--- src/rtl/game_timer_pkg.sv ---
// Shared types and helpers for the game countdown/up timer.
// BCD <-> seconds conversion and the stability-scaled period.
package game_timer_pkg;

  typedef enum logic [1:0] {
    RUN,
    ADJ,
    EXPIRED
  } state_t;

  localparam logic [15:0] BCD_MAX = 16'h9959;
  localparam int unsigned SEC_MAX = 5999;

  function automatic logic [12:0] bcd_to_sec(
    input logic [15:0] b
  );
    return 13'(b[15:12]) * 13'd600
         + 13'(b[11:8])  * 13'd60
         + 13'(b[7:4])   * 13'd10
         + 13'(b[3:0]);
  endfunction

  function automatic logic [15:0] sec_to_bcd(
    input logic [12:0] s
  );
    logic [12:0] m;
    logic [12:0] ss;
    m  = s / 13'd60;
    ss = s % 13'd60;
    return {4'(m / 13'd10), 4'(m % 13'd10),
            4'(ss / 13'd10), 4'(ss % 13'd10)};
  endfunction

  function automatic int unsigned period(
    input int unsigned base,
    input int unsigned levels,
    input int unsigned s
  );
    int unsigned se;
    se = (s > levels - 1) ? levels - 1 : s;
    return base - ((levels - 1 - se) * base)
                  / (2 * (levels - 1));
  endfunction

endpackage

--- src/rtl/game_timer_ext_alu.sv ---
// Combinational MM:SS BCD adder/subtractor, clamped to 00:00..99:59.
// Out-of-range amounts contribute zero seconds.
module bcd_mmss_alu
  import game_timer_pkg::*;
(
  input  logic [15:0] cur,
  input  logic [7:0]  amt_bcd,
  input  logic        sub,
  output logic [15:0] res
);

  logic        amt_ok;
  logic [12:0] cur_s;
  logic [12:0] amt_s;
  logic [13:0] sum;

  always_comb begin
    amt_ok = (amt_bcd[7:4] <= 4'd5)
          && (amt_bcd[3:0] <= 4'd9);
    amt_s  = '0;
    if (amt_ok)
      amt_s = 13'(amt_bcd[7:4]) * 13'd10
            + 13'(amt_bcd[3:0]);
    cur_s = bcd_to_sec(cur);
    if (sub)
      sum = (cur_s >= amt_s)
          ? {1'b0, cur_s - amt_s} : '0;
    else
      sum = {1'b0, cur_s} + {1'b0, amt_s};
    if (sum > 14'(SEC_MAX))
      sum = 14'(SEC_MAX);
    res = sec_to_bcd(sum[12:0]);
  end

endmodule

--- src/rtl/game_timer_ext.sv ---
// MM:SS game timer with load, up/down, speed levels and adjust port.
// TIMER_WARN_BLINK_EN: warn blinks on each tick instead of a level.
module game_timer_ext
  import game_timer_pkg::*;
#(
  parameter int unsigned CLK_FREQ  = 50_000_000,
  parameter int unsigned SIM_DIV   = 1,
  parameter int unsigned LEVELS    = 10,
  parameter int unsigned LVL_W     = 4,
  parameter logic [15:0] START_BCD = 16'h0500,
  parameter int unsigned WARN_SEC  = 30
) (
  input  logic             clk,
  input  logic             rst,
  input  logic             enable,
  input  logic             load,
  input  logic [15:0]      load_bcd,
  input  logic             mode_up,
  input  logic [LVL_W-1:0] stability,
  input  logic             adj_valid,
  output logic             adj_ready,
  input  logic             adj_sub,
  input  logic [7:0]       adj_sec_bcd,
  output logic [15:0]      time_bcd,
  output logic             tick,
  output logic             warn,
  output logic             time_out
);

  localparam int unsigned BASE = CLK_FREQ / SIM_DIV;
  localparam int unsigned CW   = $clog2(BASE + 1);

  state_t           state;
  logic [CW-1:0]    presc;
  logic [CW-1:0]    per_tab [LEVELS];
  logic [CW-1:0]    per_m1;
  logic [LVL_W-1:0] s_eff;
  logic             pending;
  logic [7:0]       adj_q;
  logic             adj_sub_q;
  logic             terminal;
  logic             due;
  logic             accept;
  logic             step_now;
  logic [7:0]       alu_amt;
  logic             alu_sub;
  logic [15:0]      alu_res;
  logic             alu_term;
  logic             warn_cond;

  for (genvar i = 0; i < LEVELS; i++) begin : g_per
    assign per_tab[i] = CW'(period(BASE, LEVELS, i));
  end

  assign s_eff = (stability > LVL_W'(LEVELS - 1))
               ? LVL_W'(LEVELS - 1) : stability;
  assign per_m1 = per_tab[s_eff] - CW'(1);

  assign terminal = mode_up ? (time_bcd == BCD_MAX)
                            : (time_bcd == 16'h0000);
  assign due      = enable && (presc >= per_m1);
  assign accept   = adj_valid && !load && (state != ADJ);
  assign step_now = (state == RUN) && !terminal
                 && (pending || due) && !accept;

  // one ALU serves both the 1 s step and the adjustment
  assign alu_amt  = (state == ADJ) ? adj_q : 8'h01;
  assign alu_sub  = (state == ADJ) ? adj_sub_q : !mode_up;
  assign alu_term = mode_up ? (alu_res == BCD_MAX)
                            : (alu_res == 16'h0000);

  bcd_mmss_alu u_alu (
    .cur     (time_bcd),
    .amt_bcd (alu_amt),
    .sub     (alu_sub),
    .res     (alu_res)
  );

  always_ff @(posedge clk) begin
    if (rst) begin
      state     <= RUN;
      time_bcd  <= START_BCD;
      presc     <= '0;
      pending   <= 1'b0;
      tick      <= 1'b0;
      time_out  <= 1'b0;
      adj_ready <= 1'b1;
      adj_q     <= '0;
      adj_sub_q <= 1'b0;
    end else if (load) begin
      state     <= RUN;
      time_bcd  <= load_bcd;
      presc     <= '0;
      pending   <= 1'b0;
      tick      <= 1'b0;
      time_out  <= 1'b0;
      adj_ready <= 1'b1;
    end else begin
      tick <= step_now;
      unique case (state)
        RUN: begin
          if (accept) begin
            state     <= ADJ;
            adj_ready <= 1'b0;
            adj_q     <= adj_sec_bcd;
            adj_sub_q <= adj_sub;
            if (!terminal && (pending || due))
              pending <= 1'b1;
          end else if (terminal) begin
            state    <= EXPIRED;
            time_out <= 1'b1;
            pending  <= 1'b0;
          end else if (step_now) begin
            time_bcd <= alu_res;
            presc    <= '0;
            pending  <= 1'b0;
            if (alu_term) begin
              state    <= EXPIRED;
              time_out <= 1'b1;
            end
          end else if (enable) begin
            presc <= presc + CW'(1);
          end
        end
        ADJ: begin
          time_bcd  <= alu_res;
          adj_ready <= 1'b1;
          if (alu_term) begin
            state    <= EXPIRED;
            time_out <= 1'b1;
            pending  <= 1'b0;
          end else begin
            state    <= RUN;
            time_out <= 1'b0;
          end
        end
        EXPIRED: begin
          if (accept) begin
            state     <= ADJ;
            adj_ready <= 1'b0;
            adj_q     <= adj_sec_bcd;
            adj_sub_q <= adj_sub;
          end
        end
        default: state <= RUN;
      endcase
    end
  end

  assign warn_cond = !mode_up && !time_out
    && (bcd_to_sec(time_bcd) <= 13'(WARN_SEC));

`ifdef TIMER_WARN_BLINK_EN
  logic blink;

  always_ff @(posedge clk) begin
    if (rst || !warn_cond)
      blink <= 1'b1;
    else if (tick)
      blink <= ~blink;
  end

  assign warn = warn_cond && blink;
`else
  assign warn = warn_cond;
`endif

endmodule

--- config.mk ---
export PLATFORM = sky130hd
export DESIGN_NAME = game_timer_ext
export DESIGN_NICKNAME = d
export VERILOG_FILES = /design/src/rtl/game_timer_pkg.sv /design/src/rtl/game_timer_ext_alu.sv /design/src/rtl/game_timer_ext.sv
export SDC_FILE = /design/constraint.sdc
export NUM_CORES = 1
export LEC_CHECK = 0
export ABC_AREA = 1
export BUFFER_PORTS_ARGS = -buffer_cell sky130_fd_sc_hd__buf_2
export CAP_MARGIN = 20
export CORE_MARGIN = 3
export CORE_UTILIZATION = 55
export CTS_BUF_LIST = sky130_fd_sc_hd__clkbuf_2
export CTS_CLUSTER_DIAMETER = 150
export DETAILED_ROUTE_END_ITERATION = 7
export GPL_ROUTABILITY_DRIVEN = 0
export GPL_TIMING_DRIVEN = 0
export PLACE_DENSITY_LB_ADDON = 0.3
export SYNTH_ARGS = -nofsm -noshare
export SYNTH_HDL_FRONTEND = slang
export SYNTH_SLANG_ARGS = --single-unit
export TNS_END_PERCENT = 5
--- constraint.sdc ---
create_clock -name clk -period 10.6 [get_ports clk]
set_input_delay 0 -clock clk [delete_from_list [all_inputs] [get_ports clk]]
set_output_delay 0 -clock clk [all_outputs]
set_load 0.005 [all_outputs]
==> flow_metrics.tcl <==
set metrics [dict create \
    floorplan.die.height_um 130 \
    totalWireLength_um 25600 \
    tns_ns -0.156 \
    layout_worst_path_cycle_share 1.01 \
    synth-edff-count 0 \
    worstSetupEndpointType "register" \
    finalHoldViolations 0 \
    io_pins 55 \
    detailed_place.area_um2 8940 \
    num_rows 44 \
    grt_antenna_before_repair 0 \
    worst_endpoint_required_time_ns 11.07 \
    drv.max_cap_violation_count 0 \
    yosys_warnings 0 \
    post-dp-hpwl_um 17500 \
    fin_crit_ns 10.69 \
    finish.cell_count_without_fillers 1657 \
    n_antenna_cell 0 \
    area.growth.synth_to_final_pct 28.3 \
    worstMarginPinSlew_ns 0.697 \
    timing.max_slew.rel_slack 0.531 \
    cts_root_buffer "clkbuf_2" \
    maxSlewViolCount 0 \
    placedCellCount 1544 \
    netlist_instances 1309 \
    post-route-util 0.733 \
    grt_pass1_wl_um 37000 \
    count_of_input_and_output_buffers 51 \
    async_flop_share 0 \
    clk_pin_slew_worst_paths_ns 0.20 \
    syn-mean-instance-area_um2 6.46 \
    clock_tree.buffer_depth 2 \
    path_buf_inv 10 \
    violations "setup timing" \
    h-tree-depth 3 \
    min-delay-start "mode_up" \
    synthDistinctLibCells 60 \
    drc_errors 0 \
    layout-drive-gt1-share 0.255 \
    dr.pass1.iters 6 \
    outcome "finished with violations" \
    cp_top_family "simple AND/OR/NAND/NOR gates" \
    min-delay-path-class "in -> reg" \
    chipWidth_um 130 \
    numCtsBuffers 9 \
    worst_slack_ns -0.0865 \
    floorplan.initialDensity 0.571 \
    postSynth.topFlopCell "dfxtp_1" \
    clock_skew_ns 0.0344 \
    synth_area_um2 8450 \
    fp.coreArea_um2 14800 \
    critical_path.startpoint_type "register" \
    per_cell_via_count_in_the_routed_design 5.69 \
    crit_type "reg -> reg" \
    worstPathArrival_ns 11.16 \
    worst_path_most_repeated_cell "nand2_2" \
    nets 1640 \
    die_area_um2 16900 \
    worst_r2r_startpoint "time_bcd[9]" \
    design_area_um2 10800 \
    global_route.overflow_total 0 \
    ys_seq_elements 57 \
    synth_sequential_area_ratio 0.135 \
    grt_pass1_vias 8158 \
    syn-num-nets 1481 \
    grt_setup_unrepaired "yes" \
    grt.total_usage 0.268 \
    grt_max_degree 12 \
    cts.sink_count 57 \
    clkLatencyLatePin_ns 0.54 \
    biggest_fanout_along_the_worst_timing_path 8 \
    tritoncts "done" \
    detailroute.via_count 9430 \
    drt-initial-drc-count 916 \
    crit_start "time_bcd[9]" \
    drtAntennaViolNets 0 \
    final_setup_violations 3 \
    detail_route.wl_per_cell_um 15.5 \
    cp_slowest_stage_delay_ns 0.60 \
    achievable-frequency_mhz 93.6 \
    crit_path_top_delay_cell "fa_1" \
]
## state kept, by name, indices dropped and copies added (netlist names)
name,cells
adj_q,8
adj_ready,1
adj_sub_q,1
pending,1
presc,26
state,2
tick,1
time_bcd,16
time_out,1
## repair_timing
item,in CTS,in global routing
cloned,0,1
pin swaps,22,89
endpoints found under the hold margin,31,0
setup endpoints to repair,7,10
gates resized for setup,50,160
buffers inserted,14,46
hold buffers,36,0
## Yosys cell counts, drive strengths merged, types with 2 or more instances
cell type / count / share of area
clkinv: 3 / 0.0013
a31oi: 19 / 0.014
o21bai: 6 / 0.0067
buf: 4 / 0.0038
nand2: 342 / 0.17
xor2: 31 / 0.033
and3: 3 / 0.0022
inv: 202 / 0.090
o21a: 2 / 0.0018
nor3: 24 / 0.014
clkbuf: 10 / 0.0044
conb: 2 / 0.00089
o31ai: 3 / 0.0038
or2: 3 / 0.0022
nand3b: 6 / 0.0053
nor4: 5 / 0.0037
nand4: 22 / 0.018
a211oi: 4 / 0.0036
nor2: 146 / 0.075
nor3b: 7 / 0.0062
fa: 19 / 0.045
o211ai: 4 / 0.0036
o21ai: 58 / 0.037
o22ai: 3 / 0.0022
nand3: 105 / 0.073
a21oi: 76 / 0.045
xnor2: 11 / 0.011
dfxtp: 57 / 0.13
o221ai: 2 / 0.0021
ha: 118 / 0.17
## worst paths after layout
check / end / slack [ns] / cells after the start
setup / recovery: pending / -0.09 / 81
hold / removal: time_out / 0.11 / 6
setup reg to reg: pending / -0.09 / 81
hold reg to reg: adj_q[3] / 0.48 / 2
## final cells by class
type / count / area, um^2
clock inverters: 6 / 92.6
repair buffers: 148 / 1080
clock buffers: 10 / 50.0
flip-flops and latches: 57 / 1160
inverters: 205 / 785
fillers: 1067 / 3960
multi-input cells: 1033 / 7380
well taps: 184 / 230
plain buffers: 14 / 76.3
## cells by family after synthesis
| kind of cell | Yosys count | synth area share |
|---|---|---|
| adder cells (fa/ha/maj) | 137 | 0.220 |
| other | 2 | 0.000888 |
| flip-flops | 57 | 0.135 |
| buffers and inverters | 219 | 0.0993 |
| XOR/XNOR | 42 | 0.0444 |
| AO/OA/AOI/OAI | 186 | 0.129 |
| AND/OR/NAND/NOR | 666 | 0.372 |
## cell usage in the layout, fill, tap and decap left out, types with 19 or more instances in the layout
cell type and count:
inv_2 32, a31oi_1 19, buf_2 53, nor2_1 117
dlygate4sd3_1 36, a21oi_1 68, xor2_1 27, nand4_1 20
ha_1 104, buf_4 58, nand3_1 69, nor3_1 21
o21ai_0 41, inv_1 165, nand2_1 259, nand3_2 21
dfxtp_1 52, nand2_2 53, nand2_4 28
## worst register-to-register path, delay by kind of cell, from the launching register on
kind | cells | cell delay, ns
buf+inv | 10 | 0.77
flops | 1 | 0.40
fa+ha+maj | 9 | 2.99
compound gates | 6 | 1.08
xor+xnor | 2 | 0.30
simple gates | 54 | 5.04
## routing by layer
| metal | wire [um] | global-route usage | vias to the layer above |
|---|---|---|---|
| met1 | 10700 | 0.344 | 4352 |
| met3 | 1580 | 0.0450 | 80 |
| met4 | 812 | 0.0813 | 0 |
| li1 | - | - | 4594 |
| met2 | 12600 | 0.461 | 404 |
| met5 | 0 | 0 | - |
## per-stage QoR
stage / setup slack, ns / hold WS (ns)
2_1_floorplan: 0.805 / 0.123
3_3_place_gp: -0.443 / 0.230
3_5_place_dp: -0.604 / 0.231
4_1_cts: 0.00196 / 0.0549
5_1_grt: -0.581 / 0.0943
6_report: -0.0865 / 0.109
Power is not shown: default switching activity piles up to over one toggle a cycle in this logic, so the estimate is an artifact.
